--- src/rtl/vga_pkg.sv ---
// Shared VGA/VRAM types: geometry constants, port-owner encoding, queued write entry.
package vga_pkg;
  localparam int VRAM_ADDR_W = 14;
  localparam int RGB_W       = 3;
  localparam int HRES        = 128;
  localparam int VRES        = 96;
  localparam int WR_ENT_W    = VRAM_ADDR_W + RGB_W;

  typedef enum logic [1:0] {
    OWN_IDLE  = 2'd0,
    OWN_READ  = 2'd1,
    OWN_WRITE = 2'd2
  } owner_e;

  // One queued pixel write; addr is {row[6:0], col[6:0]}
  typedef struct packed {
    logic [VRAM_ADDR_W-1:0] addr;
    logic [RGB_W-1:0]       data;
  } wr_req_t;
endpackage

--- src/rtl/vram_write_fifo.sv ---
// Small synchronous FIFO holding pending VRAM pixel writes in arrival order.
module vram_write_fifo
  import vga_pkg::*;
#(
  parameter int DEPTH = 4
) (
  input  logic                      i_clk,
  input  logic                      i_reset,
  input  logic                      i_push,
  input  logic [WR_ENT_W-1:0]       i_din,
  input  logic                      i_pop,
  output logic [WR_ENT_W-1:0]       o_dout,
  output logic                      o_full,
  output logic                      o_empty,
  output logic [$clog2(DEPTH):0]    o_level
);
  localparam int PTR_W = $clog2(DEPTH);

  wr_req_t                r_mem [DEPTH];
  logic [PTR_W-1:0]       r_wptr;
  logic [PTR_W-1:0]       r_rptr;
  logic [PTR_W:0]         r_level;
  logic                   w_push;
  logic                   w_pop;

  assign o_full  = (r_level == (PTR_W+1)'(DEPTH));
  assign o_empty = (r_level == '0);
  assign o_level = r_level;
  assign o_dout  = r_mem[r_rptr];

  // A push into a full queue is only legal when the head leaves in the same cycle
  assign w_push = i_push & (~o_full | i_pop);
  assign w_pop  = i_pop & ~o_empty;

  // Entry storage needs no reset; the level/pointers define what is valid
  always_ff @(posedge i_clk) begin
    if (w_push) r_mem[r_wptr] <= wr_req_t'(i_din);
  end

  // Pointer and occupancy tracking; power-of-two depth lets pointers wrap naturally
  always_ff @(posedge i_clk or negedge i_reset) begin
    if (!i_reset) begin
      r_wptr  <= '0;
      r_rptr  <= '0;
      r_level <= '0;
    end else begin
      if (w_push) r_wptr <= r_wptr + 1'b1;
      if (w_pop)  r_rptr <= r_rptr + 1'b1;
      case ({w_push, w_pop})
        2'b10:   r_level <= r_level + 1'b1;
        2'b01:   r_level <= r_level - 1'b1;
        default: r_level <= r_level;
      endcase
    end
  end
endmodule

--- src/rtl/vram_access_arbiter.sv ---
// Single-port VRAM sharing: scan-out reads always win, pixel writes are queued
// and drained on cycles the display does not need the port.
module vram_access_arbiter
  import vga_pkg::*;
#(
  parameter int FIFO_DEPTH  = 4,
  parameter int VBLANK_ONLY = 0,
  parameter int CNT_W       = 16
) (
  input  logic                          i_clk,
  input  logic                          i_reset,
  input  logic                          i_disp_active,
  input  logic                          i_vblank,
  input  logic [VRAM_ADDR_W-1:0]        i_disp_addr,
  output logic [RGB_W-1:0]              o_disp_rgb,
  input  logic                          i_wr_valid,
  output logic                          o_wr_ready,
  input  logic [VRAM_ADDR_W-1:0]        i_wr_addr,
  input  logic [RGB_W-1:0]              i_wr_data,
  output logic                          o_ram_en,
  output logic                          o_ram_we,
  output logic [VRAM_ADDR_W-1:0]        o_ram_addr,
  output logic [RGB_W-1:0]              o_ram_wdata,
  input  logic [RGB_W-1:0]              i_ram_rdata,
  output logic [$clog2(FIFO_DEPTH):0]   o_fifo_level,
  output logic [CNT_W-1:0]              o_wr_done_cnt
);
  owner_e              r_owner;
  owner_e              w_grant;
  logic                r_rdy_en;
  logic [CNT_W-1:0]    r_done_cnt;
  logic                w_full;
  logic                w_empty;
  logic                w_push;
  logic                w_pop;
  logic                w_drain_ok;
  wr_req_t             w_head;
  wr_req_t             w_din;

  assign w_din      = '{addr: i_wr_addr, data: i_wr_data};
  assign w_drain_ok = (VBLANK_ONLY == 0) || i_vblank;
  assign w_pop      = (w_grant == OWN_WRITE);
  // Ready stays low through reset and until the first edge after release
  assign o_wr_ready = r_rdy_en & (~w_full | w_pop);
  assign w_push     = i_wr_valid & o_wr_ready;

  vram_write_fifo #(.DEPTH(FIFO_DEPTH)) u_fifo (
    .i_clk   (i_clk),
    .i_reset (i_reset),
    .i_push  (w_push),
    .i_din   (w_din),
    .i_pop   (w_pop),
    .o_dout  (w_head),
    .o_full  (w_full),
    .o_empty (w_empty),
    .o_level (o_fifo_level)
  );

  // Port grant: display read, else drain queue head, else idle; reset forces idle
  always_comb begin
    w_grant     = OWN_IDLE;
    o_ram_en    = 1'b0;
    o_ram_we    = 1'b0;
    o_ram_addr  = '0;
    o_ram_wdata = '0;
    if (!i_reset) begin
      w_grant = OWN_IDLE;
    end else if (i_disp_active) begin
      w_grant    = OWN_READ;
      o_ram_en   = 1'b1;
      o_ram_addr = i_disp_addr;
    end else if (!w_empty && w_drain_ok) begin
      w_grant     = OWN_WRITE;
      o_ram_en    = 1'b1;
      o_ram_we    = 1'b1;
      o_ram_addr  = w_head.addr;
      o_ram_wdata = w_head.data;
    end
  end

  // Owner of the port last cycle decides whether ram_rdata is a pixel this cycle
  always_ff @(posedge i_clk or negedge i_reset) begin
    if (!i_reset) r_owner <= OWN_IDLE;
    else          r_owner <= w_grant;
  end

  // Write-side enable and completion counter
  always_ff @(posedge i_clk or negedge i_reset) begin
    if (!i_reset) begin
      r_rdy_en   <= 1'b0;
      r_done_cnt <= '0;
    end else begin
      r_rdy_en <= 1'b1;
      if (w_pop) r_done_cnt <= r_done_cnt + 1'b1;
    end
  end

  assign o_disp_rgb    = (r_owner == OWN_READ) ? i_ram_rdata : '0;
  assign o_wr_done_cnt = r_done_cnt;
endmodule

--- config.mk ---
export PLATFORM = sky130hd
export DESIGN_NAME = vram_access_arbiter
export DESIGN_NICKNAME = d
export VERILOG_FILES = /design/src/rtl/vga_pkg.sv /design/src/rtl/vram_write_fifo.sv /design/src/rtl/vram_access_arbiter.sv
export SDC_FILE = /design/constraint.sdc
export NUM_CORES = 1
export LEC_CHECK = 0
export CORE_AREA = 2 2 103 105
export DETAILED_ROUTE_END_ITERATION = 8
export DIE_AREA = 0 0 105 107
export PLACE_DENSITY_LB_ADDON = 0.08
export RECOVER_POWER = 100
export SLEW_MARGIN = 20
export SYNTH_ARGS = -nofsm -noshare
export SYNTH_HDL_FRONTEND = slang
export SYNTH_SLANG_ARGS = --single-unit
--- constraint.sdc ---
create_clock -name i_clk -period 2.35 [get_ports i_clk]
set_clock_uncertainty 0.1 [all_clocks]
set_input_delay 0.235 -clock i_clk [delete_from_list [all_inputs] [get_ports i_clk]]
set_output_delay 0.235 -clock i_clk [all_outputs]
set_load 0.005 [all_outputs]
==> insert_results.sql <==
INSERT INTO impl_metrics (metric_group, metric, value, unit) VALUES
('grt', 'antenna_found_initial', '0', ''),
('critical_path', 'timing_worst_setup_path_type', 'flip-flop to primary output', ''),
('detailed_routing', 'detailedRoute.firstIterationViolations', '95', ''),
('grt', 'grt_pass1_vias', '2360', ''),
('clock_network', 'cts.sinks', '94', ''),
('clock_network', 'clkTransAtPathRegs', '100', 'ps'),
('run_status', 'status', 'complete, no violations', ''),
('detailed_routing', 'antenna_violating_nets_post_route', '0', ''),
('timing', 'fin_worst_hold_slack', '338.6', 'ps'),
('detailed_routing', 'detailroute.via_count', '2292', ''),
('clock_network', 'clkLatencyLatePin', '360', 'ps'),
('timing', 'finalMaxSlewViolations', '0', ''),
('clock_network', 'tritoncts_clock_tree', 'yes', ''),
('power', 'logic_gate_share_of_total_power', '32.6', '%'),
('critical_path', 'timing.rr.start', 'u_fifo.o_level[1]$_DFFE_PN0P_', ''),
('clock_network', 'clock_tree.htree_level_count', '3', ''),
('detailed_routing', 'post_drt_via_cell_ratio', '4.805', ''),
('detailed_routing', 'routed_wl', '7900', 'um'),
('power', 'internal', '3.294', 'mW'),
('job', 'max_cap_violations', '0', ''),
('finish', 'finish.instance_area', '5209', 'um^2'),
('timing', 'timing.slew.headroom', '55.85', '%'),
('finish', 'top_library_cells_by_usage_in_the_layout_fill_and_taps_aside', 'sky130_fd_sc_hd__edfxtp_1, sky130_fd_sc_hd__dlygate4sd3_1, sky130_fd_sc_hd__clkdlybuf4s50_1', ''),
('placement', 'post_dp_cell_area', '5042', 'um^2'),
('critical_path', 'timing.critical_path.slowest_cell_delay', '500', 'ps'),
('power', 'power-per-cell-area', '890.6', 'nW/um^2'),
('grt', 'grt_pass1_wl', '12430', 'um'),
('detailed_routing', 'drt_pre_antenna_iters', '6', ''),
('placement', 'dp_hpwl', '5383', 'um'),
('power', 'clock_power_share', '20.4', '%'),
('grt', 'grt_remaining_overflow', '0', ''),
('placement', 'finalWeightedCongestion', '0.7870', ''),
('grt', 'track_usage', '14.78', '%'),
('power', 'switching_pwr', '1.345', 'mW'),
('placement', 'buffer_ports.inserted', '79', ''),
('synthesis', 'syn_area_per_cell', '18.00', 'um^2'),
('floorplan', 'die_height', '107', 'um'),
('synthesis', 'synth_edf_count', '68', ''),
('detailed_routing', 'wl_per_cell', '16.56', 'um'),
('critical_path', 'timing.critical_path.arrival', '1960', 'ps'),
('finish', 'area_delta_synth_final', '32.16', '%'),
('finish', 'finish.net_count', '382', ''),
('finish', 'fillers', '925', ''),
('finish', 'multiInputGateArea', '1126', 'um^2'),
('floorplan', 'starting_density_of_the_core', '39.05', '%'),
('critical_path', 'required', '2020', 'ps'),
('synthesis', 'synthesis.area', '3941', 'um^2'),
('critical_path', 'cp_slowest_cell', 'sky130_fd_sc_hd__mux4_2', ''),
('floorplan', 'core-area', '10090', 'um^2'),
('clock_network', 'tritoncts.num_buffers', '9', ''),
('floorplan', 'dieWidth', '105', 'um'),
('critical_path', 'start_kind', 'flip-flop', ''),
('timing', 'timing.final.crit_share', '97.59', '%'),
('critical_path', 'reg2regPathDepth', '10', ''),
('timing', 'timing_hold_violations_final', '0', ''),
('clock_network', 'cts_root_buf', 'sky130_fd_sc_hd__clkbuf_8', ''),
('power', 'power.sequential.fraction', '47.0', '%'),
('grt', 'maximum_number_of_pins_on_one_net_before_global_route_repair', '19', ''),
('synthesis', 'postSynth.asyncResetShare', '27.66', '%'),
('timing', 'worst_slew_pin_slew', '662.3', 'ps'),
('clock_network', 'clock_tree.buffer_depth', '2', ''),
('floorplan', 'die_area', '11240', 'um^2'),
('timing', 'achievable-frequency', '0.4361', 'GHz'),
('hold_path', 'worstHoldPathType', 'input port to async pin', ''),
('synthesis', 'synth_seq_area_share', '68.32', '%'),
('finish', 'count_of_antenna_diodes_in_the_layout', '0', ''),
('timing', 'grt_setup_unrepaired', 'true', ''),
('synthesis', 'ys_types', '31', ''),
('critical_path', 'endpoint_type_of_the_worst_setup_path', 'primary output', ''),
('power', 'max-vdd-ir-drop', '348.6', 'uV'),
('detailed_routing', 'residual_drc_count', '0', '');
## through the flow
step,setup WS (ps),power (mW)
after floorplan,193.7,3.053
after global placement,-92.97,3.677
after detailed placement,-106.4,3.686
after CTS,-67.41,4.766
after global routing,-36.32,4.933
final,56.69,4.639
## kinds of logic (layout without fill, tap and decap cells)
group	Yosys count	after routing	share of synthesized area [%]
adder cells (fa/ha/maj)	7	7	2.413
flip-flops	94	94	68.32
multiplexers	20	20	11.49
buffers and inverters	15	137	2.222
XOR/XNOR	21	21	4.667
other	1	1	0.09515
AND/OR/NAND/NOR	46	46	7.397
AO/OA/AOI/OAI	15	15	3.397
## sequential cells by signal, indices dropped and copies added (netlist names)
name	count
u_fifo.r_wptr	2
u_fifo.o_level	3
r_rdy_en	1
o_wr_done_cnt	16
r_owner	2
u_fifo.r_rptr	2
u_fifo.r_mem	68
## cells in the mapped netlist, types with 2 or more instances
| cell | n | area (um^2) |
|---|---|---|
| sky130_fd_sc_hd__ha_1 | 6 | 75.07 |
| sky130_fd_sc_hd__dfrtp_1 | 26 | 650.6 |
| sky130_fd_sc_hd__a22o_1 | 14 | 122.6 |
| sky130_fd_sc_hd__and4_1 | 2 | 17.52 |
| sky130_fd_sc_hd__inv_1 | 6 | 22.52 |
| sky130_fd_sc_hd__nand3_1 | 7 | 35.03 |
| sky130_fd_sc_hd__mux4_1 | 9 | 236.5 |
| sky130_fd_sc_hd__nor2_1 | 4 | 15.01 |
| sky130_fd_sc_hd__xor2_1 | 6 | 52.55 |
| sky130_fd_sc_hd__nand2_1 | 8 | 30.03 |
| sky130_fd_sc_hd__and3_1 | 2 | 12.51 |
| sky130_fd_sc_hd__nand4_1 | 3 | 18.77 |
| sky130_fd_sc_hd__and2_1 | 14 | 87.58 |
| sky130_fd_sc_hd__mux4_2 | 8 | 180.2 |
| sky130_fd_sc_hd__nor3_2 | 2 | 20.02 |
| sky130_fd_sc_hd__edfxtp_1 | 68 | 2042 |
| sky130_fd_sc_hd__buf_2 | 6 | 30.03 |
| sky130_fd_sc_hd__xnor2_1 | 15 | 131.4 |
## timing repair
action / CTS / global route
pin swaps: 1 / 6
cloned: 1 / 0
gates resized for setup: 32 / 9
hold buffers: 0 / 0
setup endpoints to repair: 17 / 8
setup buffers: 7 / 1
## power by group through the flow
| stage | clock network [mW] | logic, mW | registers (mW) |
|---|---|---|---|
| after floorplan | 0 | 0.864 | 2.19 |
| after global placement | 0 | 1.47 | 2.21 |
| after detailed placement | 0 | 1.47 | 2.21 |
| after CTS | 0.976 | 1.60 | 2.19 |
| after global routing | 1.04 | 1.67 | 2.22 |
| final | 0.944 | 1.51 | 2.18 |
## cell type report
| cell class | count | share of cell area (%) |
|---|---|---|
| Timing Repair Buffer | 115 | 19.77 |
| Multi-Input combinational cell | 110 | 21.62 |
| Clock buffer | 11 | 2.522 |
| Clock inverter | 5 | 0.6726 |
| Tap cell | 136 | 3.267 |
| Sequential cell | 94 | 51.72 |
| Inverter | 6 | 0.4324 |
## routing by layer
metal  vias to the layer above  part of all wire (%)  GRT usage (%)
met5                         -                     0              0
met4                         0                   1.6          6.571
met3                        12                   4.9          3.040
met2                        65                    47          23.42
met1                      1147                    46          19.79
li1                       1068                     -              -
## critical path, delay by kind of cell, from the launching register on
family                 cells  cell delay (ps)
DFF                        1              400
buffers and inverters      3              500
AOI/OAI and AO/OA          1              200
muxes                      1              500
## worst max path at each step
stage,slack (ps),endpoint,from
6_report,60,o_ram_addr[8],u_fifo.r_rptr[0]$_DFFE_PN0P_
5_1_grt,-40,o_ram_addr[8],u_fifo.r_rptr[0]$_DFFE_PN0P_
4_1_cts,-70,o_ram_addr[13],u_fifo.r_rptr[0]$_DFFE_PN0P_
3_5_place_dp,-110,u_fifo.o_level[2]$_DFFE_PN0P_,i_disp_active
3_3_place_gp,-90,o_ram_addr[4],i_reset
2_1_floorplan,190,u_fifo.o_level[2]$_DFFE_PN0P_,u_fifo.o_level[0]$_DFFE_PN0P_
Note: power is estimated with default switching activity, not from simulation.
